==> src/rtl/bit_serializer_pkg.sv <==
// Shared types and constants for the bit serializer (parallel word -> serial bit stream).
package bit_serializer_pkg;

    // Shift FSM states; PARITY is only entered when BIT_SERIALIZER_PARITY_EN is defined.
    typedef enum logic [1:0] {
        IDLE   = 2'd0,
        SHIFT  = 2'd1,
        PARITY = 2'd2
    } ser_state_e;

    localparam int SER_WIDTH_DEF = 8;

endpackage

==> src/rtl/bit_serializer_if.sv <==
// Handshake and serial-stream bundle of the bit serializer.
// master: producer/consumer side; slave: the serializer itself.
interface bit_serializer_if #(
    parameter int WIDTH = bit_serializer_pkg::SER_WIDTH_DEF
);
    logic [WIDTH-1:0] in_data;
    logic             in_valid;
    logic             in_ready;
    logic             out_bit;
    logic             out_valid;
    logic             busy;

    modport master (
        output in_data, in_valid,
        input  in_ready, out_bit, out_valid, busy
    );

    modport slave (
        input  in_data, in_valid,
        output in_ready, out_bit, out_valid, busy
    );
endinterface

==> src/rtl/bit_serializer_hold_reg.sv <==
// ser_hold_reg: single-entry holding buffer between the word handshake and the shift FSM.
// Write and drain never coincide because the writer is only ready while the entry is empty.
module ser_hold_reg
    import bit_serializer_pkg::*;
#(
    parameter int WIDTH = SER_WIDTH_DEF
) (
    input  logic             clk,
    input  logic             rst,
    input  logic             wr_en_i,
    input  logic [WIDTH-1:0] wr_data_i,
    input  logic             rd_en_i,
    output logic             full_o,
    output logic [WIDTH-1:0] data_o
);
    logic             full_q, full_d;
    logic [WIDTH-1:0] data_q, data_d;

    // Next-state: a write fills the entry, a drain empties it.
    always_comb begin
        full_d = full_q;
        data_d = data_q;
        if (wr_en_i) begin
            full_d = 1'b1;
            data_d = wr_data_i;
        end else if (rd_en_i) begin
            full_d = 1'b0;
        end
    end

    // Occupancy flag is reset; the payload is only ever read while full.
    always_ff @(posedge clk) begin
        if (!rst) begin
            full_q <= 1'b0;
        end else begin
            full_q <= full_d;
        end
        data_q <= data_d;
    end

    assign full_o = full_q;
    assign data_o = data_q;
endmodule

==> src/rtl/bit_serializer.sv <==
// bit_serializer: accepts parallel words over valid/ready and emits one bit per cycle
// with a valid qualifier; a held word reloads on the last bit for zero-gap streaming.
// Optional feature macro: BIT_SERIALIZER_PARITY_EN appends an even-parity bit per word.
module bit_serializer
    import bit_serializer_pkg::*;
#(
    parameter int WIDTH     = SER_WIDTH_DEF,
    parameter bit MSB_FIRST = 1'b1
) (
    input  logic clk,
    input  logic rst,
    bit_serializer_if.slave bus
);
    localparam int              CNT_W    = $clog2(WIDTH);
    localparam logic [CNT_W-1:0] CNT_LAST = CNT_W'(WIDTH - 1);

    ser_state_e       state_q, state_d;
    logic [CNT_W-1:0] cnt_q, cnt_d;
    logic [WIDTH-1:0] shreg_q, shreg_d;
    logic             out_bit_q, out_bit_d;
    logic             out_valid_q, out_valid_d;
`ifdef BIT_SERIALIZER_PARITY_EN
    logic             par_q, par_d;
`endif

    logic             hold_full;
    logic [WIDTH-1:0] hold_data;
    logic             accept;
    logic             drain;
    logic             word_end;

    // Bit presented first from a word, honouring the shift direction.
    function automatic logic first_bit(input logic [WIDTH-1:0] w);
        return MSB_FIRST ? w[WIDTH-1] : w[0];
    endfunction

    // Remaining bits after the presented one has been removed.
    function automatic logic [WIDTH-1:0] shift_out(input logic [WIDTH-1:0] w);
        return MSB_FIRST ? (w << 1) : (w >> 1);
    endfunction

    assign accept = bus.in_valid && !hold_full;

    ser_hold_reg #(.WIDTH(WIDTH)) u_hold (
        .clk       (clk),
        .rst       (rst),
        .wr_en_i   (accept),
        .wr_data_i (bus.in_data),
        .rd_en_i   (drain),
        .full_o    (hold_full),
        .data_o    (hold_data)
    );

    // Next-state and output logic: load from the holding register, shift, or finish the word.
    always_comb begin
        state_d     = state_q;
        cnt_d       = cnt_q;
        shreg_d     = shreg_q;
        out_bit_d   = out_bit_q;
        out_valid_d = out_valid_q;
`ifdef BIT_SERIALIZER_PARITY_EN
        par_d       = par_q;
`endif
        drain       = 1'b0;
        word_end    = 1'b0;

        case (state_q)
            IDLE: begin
                drain = hold_full;
            end
            SHIFT: begin
                if (cnt_q != CNT_LAST) begin
                    out_bit_d = first_bit(shreg_q);
                    shreg_d   = shift_out(shreg_q);
                    cnt_d     = cnt_q + CNT_W'(1);
                end else begin
`ifdef BIT_SERIALIZER_PARITY_EN
                    state_d   = PARITY;
                    out_bit_d = par_q;
`else
                    word_end  = 1'b1;
`endif
                end
            end
`ifdef BIT_SERIALIZER_PARITY_EN
            PARITY: begin
                word_end = 1'b1;
            end
`endif
            default: begin
                state_d = IDLE;
            end
        endcase

        // End of word: stream straight into the held word, or fall idle.
        if (word_end) begin
            if (hold_full) begin
                drain = 1'b1;
            end else begin
                state_d     = IDLE;
                out_valid_d = 1'b0;
                out_bit_d   = 1'b0;
            end
        end

        // Load: the first bit of the held word is presented on the same edge.
        if (drain) begin
            state_d     = SHIFT;
            cnt_d       = '0;
            out_bit_d   = first_bit(hold_data);
            shreg_d     = shift_out(hold_data);
            out_valid_d = 1'b1;
`ifdef BIT_SERIALIZER_PARITY_EN
            par_d       = ^hold_data;
`endif
        end
    end

    // State, counter, shift register and registered serial outputs.
    always_ff @(posedge clk) begin
        if (!rst) begin
            state_q     <= IDLE;
            cnt_q       <= '0;
            shreg_q     <= '0;
            out_bit_q   <= 1'b0;
            out_valid_q <= 1'b0;
`ifdef BIT_SERIALIZER_PARITY_EN
            par_q       <= 1'b0;
`endif
        end else begin
            state_q     <= state_d;
            cnt_q       <= cnt_d;
            shreg_q     <= shreg_d;
            out_bit_q   <= out_bit_d;
            out_valid_q <= out_valid_d;
`ifdef BIT_SERIALIZER_PARITY_EN
            par_q       <= par_d;
`endif
        end
    end

    assign bus.in_ready  = !hold_full;
    assign bus.out_bit   = out_bit_q;
    assign bus.out_valid = out_valid_q;
    assign bus.busy      = (state_q != IDLE) || hold_full;
endmodule

==> src/flat_wrapper.sv <==
// flat-port wrapper written by rule: the top's interface ports become plain ports
module bit_serializer_flat import bit_serializer_pkg::*;
#(
    parameter int WIDTH     = SER_WIDTH_DEF,
    parameter bit MSB_FIRST = 1'b1
)
  (clk, rst, bus_in_data, bus_in_valid, bus_in_ready, bus_out_bit, bus_out_valid, bus_busy);
  bit_serializer_if #(.WIDTH(WIDTH)) bus_i ();
  input  logic clk;
  input  logic rst;
  input wire logic [$bits(bus_i.in_data)-1:0] bus_in_data;
  input wire logic [$bits(bus_i.in_valid)-1:0] bus_in_valid;
  output wire logic [$bits(bus_i.in_ready)-1:0] bus_in_ready;
  output wire logic [$bits(bus_i.out_bit)-1:0] bus_out_bit;
  output wire logic [$bits(bus_i.out_valid)-1:0] bus_out_valid;
  output wire logic [$bits(bus_i.busy)-1:0] bus_busy;
  assign bus_i.in_data = bus_in_data;
  assign bus_i.in_valid = bus_in_valid;
  assign bus_in_ready = bus_i.in_ready;
  assign bus_out_bit = bus_i.out_bit;
  assign bus_out_valid = bus_i.out_valid;
  assign bus_busy = bus_i.busy;
  bit_serializer #(.WIDTH(WIDTH), .MSB_FIRST(MSB_FIRST)) u_core (.clk(clk), .rst(rst), .bus(bus_i));
endmodule
==> config.mk <==
export PLATFORM = sky130hd
export DESIGN_NAME = bit_serializer_flat
export DESIGN_NICKNAME = d
export VERILOG_FILES = /design/src/rtl/bit_serializer_pkg.sv /design/src/rtl/bit_serializer_if.sv /design/src/rtl/bit_serializer_hold_reg.sv /design/src/rtl/bit_serializer.sv /design/src/flat_wrapper.sv
export SDC_FILE = /design/constraint.sdc
export NUM_CORES = 1
export LEC_CHECK = 0
export BUFFER_PORTS_ARGS = -buffer_cell sky130_fd_sc_hd__clkbuf_2
export CORE_UTILIZATION = 50
export CTS_CLUSTER_SIZE = 20
export DETAILED_ROUTE_END_ITERATION = 6
export PLACE_DENSITY = 0.72
export SKIP_CTS_REPAIR_TIMING = 1
export SLEW_MARGIN = 20
export SYNTH_ARGS = -nofsm -noshare
export SYNTH_HDL_FRONTEND = slang
export SYNTH_SLANG_ARGS = --single-unit
==> constraint.sdc <==
create_clock -name clk -period 2.9 [get_ports clk]
set_clock_uncertainty 0.1 [all_clocks]
set_input_delay 0.145 -clock clk [delete_from_list [all_inputs] [get_ports clk]]
set_output_delay 0.145 -clock clk [all_outputs]
set_load 0.01 [all_outputs]
# Yosys cells after proc, flatten, opt, wreduce, memory -nomap -nowiden
# Cells that the tools add are included.
[totals]
reg_bits = 23
inputBits = 11
[classes]
add_sub_neg = 1
n_eq_ne = 3
n_mux = 22
n_bitwise = 1
reduce_logical = 14
[ops]
columns = ["cell", "n"]
rows = [
  ["$mux W8", 3],
  ["$mux W1", 16],
  ["$reduce_bool A2 Y1", 5],
  ["$mux W2", 3],
  ["$reduce_and A2 Y1", 3],
  ["$reduce_or A2 Y1", 2],
  ["$add A3 B1 Y3 const B", 1],
  ["$ne A3 B3 Y1 const B", 1],
  ["$eq A2 B1 Y1 const B", 1],
  ["$logic_not A2 Y1", 1],
  ["$ne A2 B1 Y1 const B", 1],
  ["$logic_and A1 B1 Y1", 1],
  ["$logic_not A1 Y1", 1],
  ["$logic_or A1 B1 Y1", 1],
  ["$not A1 Y1", 1],
]

# Longest topological paths before layout
# Gate-level depths: netlist of run 1.
[logic_depth]
word_depth = 6
ltp_mapped = 7
depth_no_buf = 6

# By module
# From an unflattened synthesis of run 1, not the netlist that was laid out.
[hier_totals]
cells_unflattened = 73
area_unflattened_um2 = 919.6
[by_module_without_submodules]
columns = ["mod", "instances", "cells_each", "area_per_inst_um2"]
rows = [
  ["bit_serializer", 1, 62, 638.1],
  ["ser_hold_reg", 1, 11, 281.5],
]

# Worst setup path before layout of run 1
# No wires, ideal clock.
[synth_timing]
kind = "register -> register"
from = "reg u_core.cnt_q[0]"
to = "reg u_core.shreg_q[5]"
setup_time_ns = 0.115
arrival_time_ns = 1.405
path_slack_ns = 1.281
path_stages_with_launch = 7
period_less_slack_ns = 1.619
path_cell_list = "dfxtp_1 > ha_1 > ha_1 > nand2b_2 > a21oi_2 > nor2b_1 > o21a_1"
[synth_via]
elab_chain_len = 6
word_cells_on_any_way = 8
cone_classes = "eq/ne: 1; mux: 4; reduce/logical: 3"
[synth_rtl]
columns = ["item", "line", "source"]
rows = [
  ["from (decl)", "bit_serializer.sv:18", "logic [CNT_W-1:0] cnt_q, cnt_d;"],
  ["from (signal assigned)", "bit_serializer.sv:132", "cnt_q <= cnt_d;"],
  ["$ne A3 B3 Y1 (*)", "bit_serializer.sv:72", "if (cnt_q != CNT_LAST) begin"],
  ["$mux W1", "bit_serializer.sv:72", ""],
  ["$mux W1", "bit_serializer.sv:67", "case (state_q)"],
  ["$mux W1", "bit_serializer.sv:96", "if (word_end) begin"],
  ["$reduce_bool A2 Y1 (no source line)", "--", ""],
  ["$reduce_and A2 Y1 (no source line)", "--", ""],
  ["to (signal assigned)", "bit_serializer.sv:133", "shreg_q <= shreg_d;"],
  ["to (decl)", "bit_serializer.sv:19", "logic [WIDTH-1:0] shreg_q, shreg_d;"],
]
# Mark *: on every way between the ends. The rest lies on a longest branch, timed or not.
# A chain may end at the register's enable or synchronous reset.

# Worst setup path in the final report of run 1
# Same ends and word-level chain as after synthesis.

==> results_dict.tcl, run 1 <==
set metrics [dict create \
    status "finished, final reports clean" \
    clk_latency_ns 0.31 \
    crit_required_ns 3.03 \
    cts-root-buf "clkbuf_4" \
    fin_ws_ns 1.11 \
    report.final.slew_viol_count 0 \
    instances_no_fill 141 \
    power_density_mw_per_mm2 501 \
    vias_per_cell 4.88 \
    finalInstanceArea_mm2 0.00115 \
    cp_slowest_stage_delay_ns 0.34 \
    core_mm2 0.00175 \
    grt_overflow 0 \
    gp_congestion 0.755 \
    final_nets 131 \
    rsz0062_at_grt "false" \
    final_cell_mix "16 x nor2_1, 15 x dfxtp_1, 14 x clkbuf_2, 9 x dlygate4sd3_1, 8 x edfxtp_1" \
    worst_slew_pin_slew_ns 0.634 \
    path_class "reg -> reg" \
    cts_tree "done" \
    grt_pass1_wl_um 2590 \
    wire_per_inst_um 11.3 \
    ir_drop_uv 518 \
    crit_cells 6 \
    ios 15 \
    drv_cap 0 \
    n_antenna_cell 0 \
    hold_path_class "in -> reg" \
    multi_input_area_um2 379 \
    path_max_fanout 8 \
    reg2reg_from "u_core.cnt_q[0]" \
    port_buffers 14 \
    rr_endpoint "u_core.shreg_q[5]" \
    start_util 0.541 \
    place_area_mm2 0.00103 \
    place_inst 128 \
    drc 0 \
    cpLargestDelayFamily "compound AO/OA/AOI/OAI gates" \
    syn_area_um2 945 \
    r2r_slack_ns 1.11 \
    crit_chain "ha_1, ha_1, nand2b_2, a21oi_2, nor2b_1, o21a_1" \
    synth_cell_types 29 \
    grt_pass1_vias 588 \
    antenna_found_initial 0 \
    hold_start "rst" \
    syn_inst 93 \
    cts_buffers 3 \
    endpoint_kind "flop" \
    drtIter0Drc 9 \
    holdWs_ns 0.0682 \
    mostFrequentLayoutCell "nor2_1" \
    endpoint "u_core.shreg_q[5]" \
    grt_usage 0.187 \
    area_growth_pct 21.6 \
    die-area_mm2 0.00207 \
    finalSetupViolations 0 \
    first_pass_iters 4 \
    dp_hpwl_um 1160 \
    ant_nets 0 \
    final.period_utilization 0.616 \
    vias 688 \
    tns_ns 0 \
    synth_warnings 0 \
    seqCellArea_um2 541 \
    die_h_um 45.5 \
    worstSetupStartpoint "u_core.cnt_q[0]" \
    post_synth.cell_area_avg_um2 10.2 \
    ys_ff_latch 23 \
    min_period_ns 1.79 \
    wl_um 1600 \
    clk_pin_slew_ns 0.13 \
    path_buf_inv 0 \
    ys_seq_area_frac 0.572 \
    reg2reg_depth 6 \
    cp_slowest_cell "dfxtp_1" \
    drive_gt1_frac 0.190 \
    grt_max_degree 15 \
    cts_max_level 1 \
    arrival_ns 1.91 \
    max_freq_ghz 0.560 \
    timing_hold_violations_final 0 \
    synthesis.nets 107 \
    fp.dieW_um 45.5 \
    cts.sinks 23 \
    nFillCells 158 \
    p_leak_nw 0.458 \
    relSlewSlack 0.577 \
    startpoint_type "flop" \
    row_count 15 \
    cts_max_path_buffers 2 \
    post-route-util 0.658 \
    hold_depth 3 \
    pre_cts_slack_ns 1.12 \
    crit_top_cell "ha_1" \
    p_total_uw 575 \
]
-- worst register-to-register path: stages, from the launching register on --
cell      delay [ns]
dfxtp_1         0.34
ha_1            0.22
ha_1            0.20
nand2b_2        0.24
a21oi_2         0.34
nor2b_1         0.09
o21a_1          0.17
-- synthesized netlist by cell type --
| cell | instances | area, um2 |
|---|---|---|
| clkbuf_1 | 2 | 7.51 |
| conb_1 | 1 | 3.75 |
| xnor2_1 | 1 | 8.76 |
| a21boi_1 | 2 | 15.0 |
| inv_1 | 1 | 3.75 |
| mux2i_1 | 2 | 20.0 |
| or3_1 | 1 | 6.26 |
| o21a_1 | 3 | 22.5 |
| nand2_1 | 6 | 22.5 |
| edfxtp_1 | 8 | 240 |
| nor2b_1 | 3 | 18.8 |
| and2_1 | 2 | 12.5 |
| o21ai_0 | 3 | 15.0 |
| inv_2 | 1 | 3.75 |
| nand2b_1 | 1 | 6.26 |
| or3_4 | 1 | 11.3 |
| ha_1 | 3 | 37.5 |
| o31ai_1 | 3 | 22.5 |
| nand3_1 | 3 | 15.0 |
| a21oi_2 | 1 | 8.76 |
| a21oi_1 | 4 | 20.0 |
| buf_2 | 2 | 10.0 |
| nand2b_2 | 1 | 8.76 |
| dfxtp_1 | 15 | 300 |
| nor2_1 | 16 | 60.1 |
| a22o_1 | 1 | 8.76 |
| nor3_1 | 4 | 20.0 |
| and2b_1 | 1 | 7.51 |
| nand3b_1 | 1 | 7.51 |
-- where the power goes --
part | internal (mW) | switching, mW | total, mW | leakage (nW)
Sequential | 0.352 | 0.0126 | 0.365 | 0.199
Clock | 0.0526 | 0.0971 | 0.150 | 0.0139
Combinational | 0.0312 | 0.0293 | 0.0606 | 0.245
-- routing by layer --
layer / wire [um] / vias up / global-route usage
met3: 60 / 2 / 0.0833
met5: 0 / - / 0
li1: - / 365 / -
met4: 24 / 0 / 0.0727
met1: 793 / 308 / 0.237
met2: 720 / 13 / 0.277
-- cell type report --
cell class              count  area share
inverters                   2     0.00654
multi-input cells          64       0.330
repair buffers             23       0.139
clock inverters             1     0.00654
flip-flops and latches     23       0.471
clock buffers               3      0.0196
well taps                  25      0.0272
-- registers in the layout (all words and copies together) (netlist names) --
| signal | flops |
|---|---|
| u_core.cnt_q | 3 |
| u_core.u_hold.data_o | 8 |
| u_core.state_q | 2 |
| u_core.bus.out_bit | 1 |
| u_core.bus.out_valid | 1 |
| u_core.u_hold.full_o | 1 |
| u_core.shreg_q | 7 |
-- logic make-up (layout without fill, tap and decap cells) --
| kind of cell | Yosys count | after routing | share of synthesized area |
|---|---|---|---|
| compound gates | 17 | 17 | 0.119 |
| xor+xnor | 1 | 1 | 0.00927 |
| fa+ha+maj | 3 | 3 | 0.0397 |
| buf+inv | 6 | 29 | 0.0265 |
| flops | 23 | 23 | 0.572 |
| mux | 2 | 2 | 0.0212 |
| other cells | 1 | 1 | 0.00397 |
| simple gates | 40 | 40 | 0.208 |
-- worst min path at each step --
stage / slack [ns] / endpoint
after CTS: -0.11 / u_core.u_hold.data_o[0]
after detailed placement: 0.22 / u_core.u_hold.data_o[0]
after global routing: 0.06 / u_core.shreg_q[6]
after floorplan: 0.14 / u_core.u_hold.data_o[0]
after global placement: 0.22 / u_core.u_hold.data_o[4]
final: 0.07 / u_core.shreg_q[4]
(Power assumes the default switching activity.)
==> run 2, diff against run 1 <==
--- a/config.mk
+++ b/config.mk
@@ -5,11 +5,12 @@
 export SDC_FILE = /design/constraint.sdc
 export NUM_CORES = 1
 export LEC_CHECK = 0
+export ABC_AREA = 1
 export BUFFER_PORTS_ARGS = -buffer_cell sky130_fd_sc_hd__clkbuf_2
-export CORE_UTILIZATION = 50
+export CORE_UTILIZATION = 49
 export CTS_CLUSTER_SIZE = 20
 export DETAILED_ROUTE_END_ITERATION = 6
-export PLACE_DENSITY = 0.72
+export PLACE_DENSITY = 0.73
 export SKIP_CTS_REPAIR_TIMING = 1
 export SLEW_MARGIN = 20
 export SYNTH_ARGS = -nofsm -noshare
==> constraint.sdc (replaced) <==
create_clock -name clk -period 1.4 [get_ports clk]
set_clock_uncertainty 0.1 [all_clocks]
set_input_delay 0.07 -clock clk [delete_from_list [all_inputs] [get_ports clk]]
set_output_delay 0.07 -clock clk [all_outputs]
set_load 0.01 [all_outputs]
==> results_dict.tcl, run 2 <==
set metrics [dict create \
    endpoint_kind "flop" \
    synth_enable_flop_cells 8 \
    post_synth.cell_area_avg_um2 8.79 \
    path_max_fanout 6 \
    grt_pass1_wl_um 2590 \
    cp_slowest_stage_delay_ns 0.37 \
    report.final.slew_viol_count 0 \
    min_period_ns 1.45 \
    violations "setup timing" \
    finalSetupViolations 10 \
    fin_ws_ns -0.0540 \
    drive_gt1_frac 0.331 \
    cts_buffers 3 \
    ir_drop_uv 716 \
    mostFrequentLayoutCell "nand2_1" \
    yosysMostFrequentCell "nand2_1" \
    ys_ff_latch 23 \
    clk_latency_ns 0.31 \
    ys_seq_area_frac 0.526 \
    yosys-top-cells-area "dfxtp_1 29%, edfxtp_1 23%, nand2_1 10%" \
    timing_hold_violations_final 0 \
    drv_cap 0 \
    synth.top_cell.area_share 0.292 \
    synth_cell_types 18 \
    synthesis.nets 131 \
    crit_chain "ha_4, ha_4, inv_4, nand2_4, nand2_4, inv_8, nor2_4, inv_2, a21oi_2" \
    core_mm2 0.00196 \
    hold_path_class "in -> reg" \
    cts_tree "done" \
    p_total_mw 1.26 \
    first_pass_iters 4 \
    clk_pin_slew_ns 0.13 \
    postSynth.asyncResetShare 0 \
    hold_start "bus_in_data[3]" \
    n_antenna_cell 0 \
    hold_depth 2 \
    start_util 0.524 \
    rsz0062_at_grt "true" \
    cts.sinks 23 \
    die-area_mm2 0.00229 \
    area_growth_pct 30.3 \
    arrival_ns 1.61 \
    largest_register_ffs 8 \
    final.period_utilization 1.04 \
    rr_endpoint "u_core.cnt_q[0]" \
    wl_um 2170 \
    cts_max_path_buffers 2 \
    grt_max_degree 14 \
    reg2reg_depth 9 \
    vias_per_cell 4.86 \
    drc 0 \
    synth_top_cell_by_area "dfxtp_1" \
    fp.dieW_um 47.8 \
    power_density_mw_per_mm2 941 \
    antenna_found_initial 0 \
    path_class "reg -> reg" \
    ios 15 \
    synth_ff_type "dfxtp_1" \
    synthTopCellsByCount "28 x nand2_1, 19 x nand3_1, 15 x dfxtp_1, 15 x inv_1" \
    finalInstanceArea_mm2 0.00134 \
    gp_congestion 0.812 \
    wire_per_inst_um 12.2 \
    row_count 16 \
    r2r_slack_ns -0.05 \
    place_area_mm2 0.00116 \
    syn_inst 117 \
    synth_warnings 0 \
    die_h_um 47.8 \
    p_leak_nw 0.609 \
    cts-root-buf "clkbuf_4" \
    vias 865 \
    grt_pass1_vias 646 \
    ant_nets 0 \
    max_freq_ghz 0.688 \
    dp_hpwl_um 1310 \
    grt_usage 0.170 \
    drtIter0Drc 25 \
    reg2reg_from "u_core.cnt_q[0]" \
    instances_no_fill 178 \
    startpoint_type "flop" \
    grt_overflow 0 \
    cts_max_level 1 \
    cp_slowest_cell "dfxtp_2" \
    status "finished with violations" \
    crit_required_ns 1.56 \
    port_buffers 14 \
    place_inst 162 \
    syn_area_mm2 0.00103 \
    final_nets 166 \
    final_cell_mix "28 x nand2_1, 19 x nand3_1, 14 x inv_1, 14 x clkbuf_2, 13 x dfxtp_1" \
    min_to "u_core.u_hold.data_o[3]" \
    pre_cts_slack_ns -0.110 \
]
[run 2: cell types whose count changed after synthesis, moves of 3 or more]
| cell | change |
|---|---|
| nand2_2 | +8 |
| inv_1 | +14 |
| o21ai_0 | -3 |
| o21a_1 | -3 |
| o31ai_1 | -3 |
| nor3_1 | -4 |
| nor2b_1 | -3 |
| nand2_1 | +22 |
| nand3_1 | +16 |
| nor2_1 | -14 |
[run 2: worst max path at each step]
stage,startpoint,end,slack [ns]
after floorplan,u_core.cnt_q[0],u_core.cnt_q[0],0.01
after global placement,u_core.cnt_q[0],u_core.cnt_q[2],-0.04
after detailed placement,u_core.cnt_q[0],u_core.cnt_q[2],-0.11
after CTS,u_core.cnt_q[0],u_core.cnt_q[2],-0.14
after global routing,u_core.cnt_q[1],u_core.shreg_q[1],-0.13
final,u_core.cnt_q[0],u_core.cnt_q[0],-0.05
[run 2: power breakdown]
part | leakage [nW] | switching [mW] | total (mW) | internal (mW)
sequential | 0.200 | 0.0245 | 0.757 | 0.733
clock | 0.0177 | 0.213 | 0.320 | 0.107
combinational | 0.391 | 0.102 | 0.185 | 0.0821
[run 2: routing by layer]
layer / vias up / track usage / routed length, um
met4: 0 / 0.0667 / 42
li1: 436 / - / -
met2: 26 / 0.286 / 1190
met5: - / 0 / 0
met1: 396 / 0.199 / 847
met3: 7 / 0.0566 / 86
[run 2: final cells by class]
cell class	instances	area [um2]
Clock buffer	3	22.5
Clock inverter	1	5.00
Fill cell	159	622
Inverter	20	87.6
Multi-Input combinational cell	74	433
Sequential cell	23	543
Tap cell	27	33.8
Timing Repair Buffer	30	215
[run 2: kinds of logic after synthesis]
logic type,after synthesis,synth area share
other,1,0.00365
buffers and inverters,20,0.0827
flip-flops,23,0.526
adder cells (fa/ha/maj),3,0.0365
AO/OA/AOI/OAI,7,0.0450
AND/OR/NAND/NOR,63,0.307
[run 2: metrics by stage]
step,hold WS [ns],util,setup TNS [ns]
finish,0.363,0.683,-0.227
global route,0.341,0.683,-0.988
CTS,-0.177,0.608,-1.17
detailed placement,0.149,0.594,-0.777
global placement,0.147,0.594,-0.207
floorplan,0.0689,-,0
[run 2: critical path: cells and delay by family (launching register included)]
family                     cells  cell delay, ns
DFF                            1            0.37
AOI/OAI and AO/OA              1            0.10
buffers and inverters          3            0.18
adders and majority gates      2            0.34
and+or+nand+nor                3            0.30
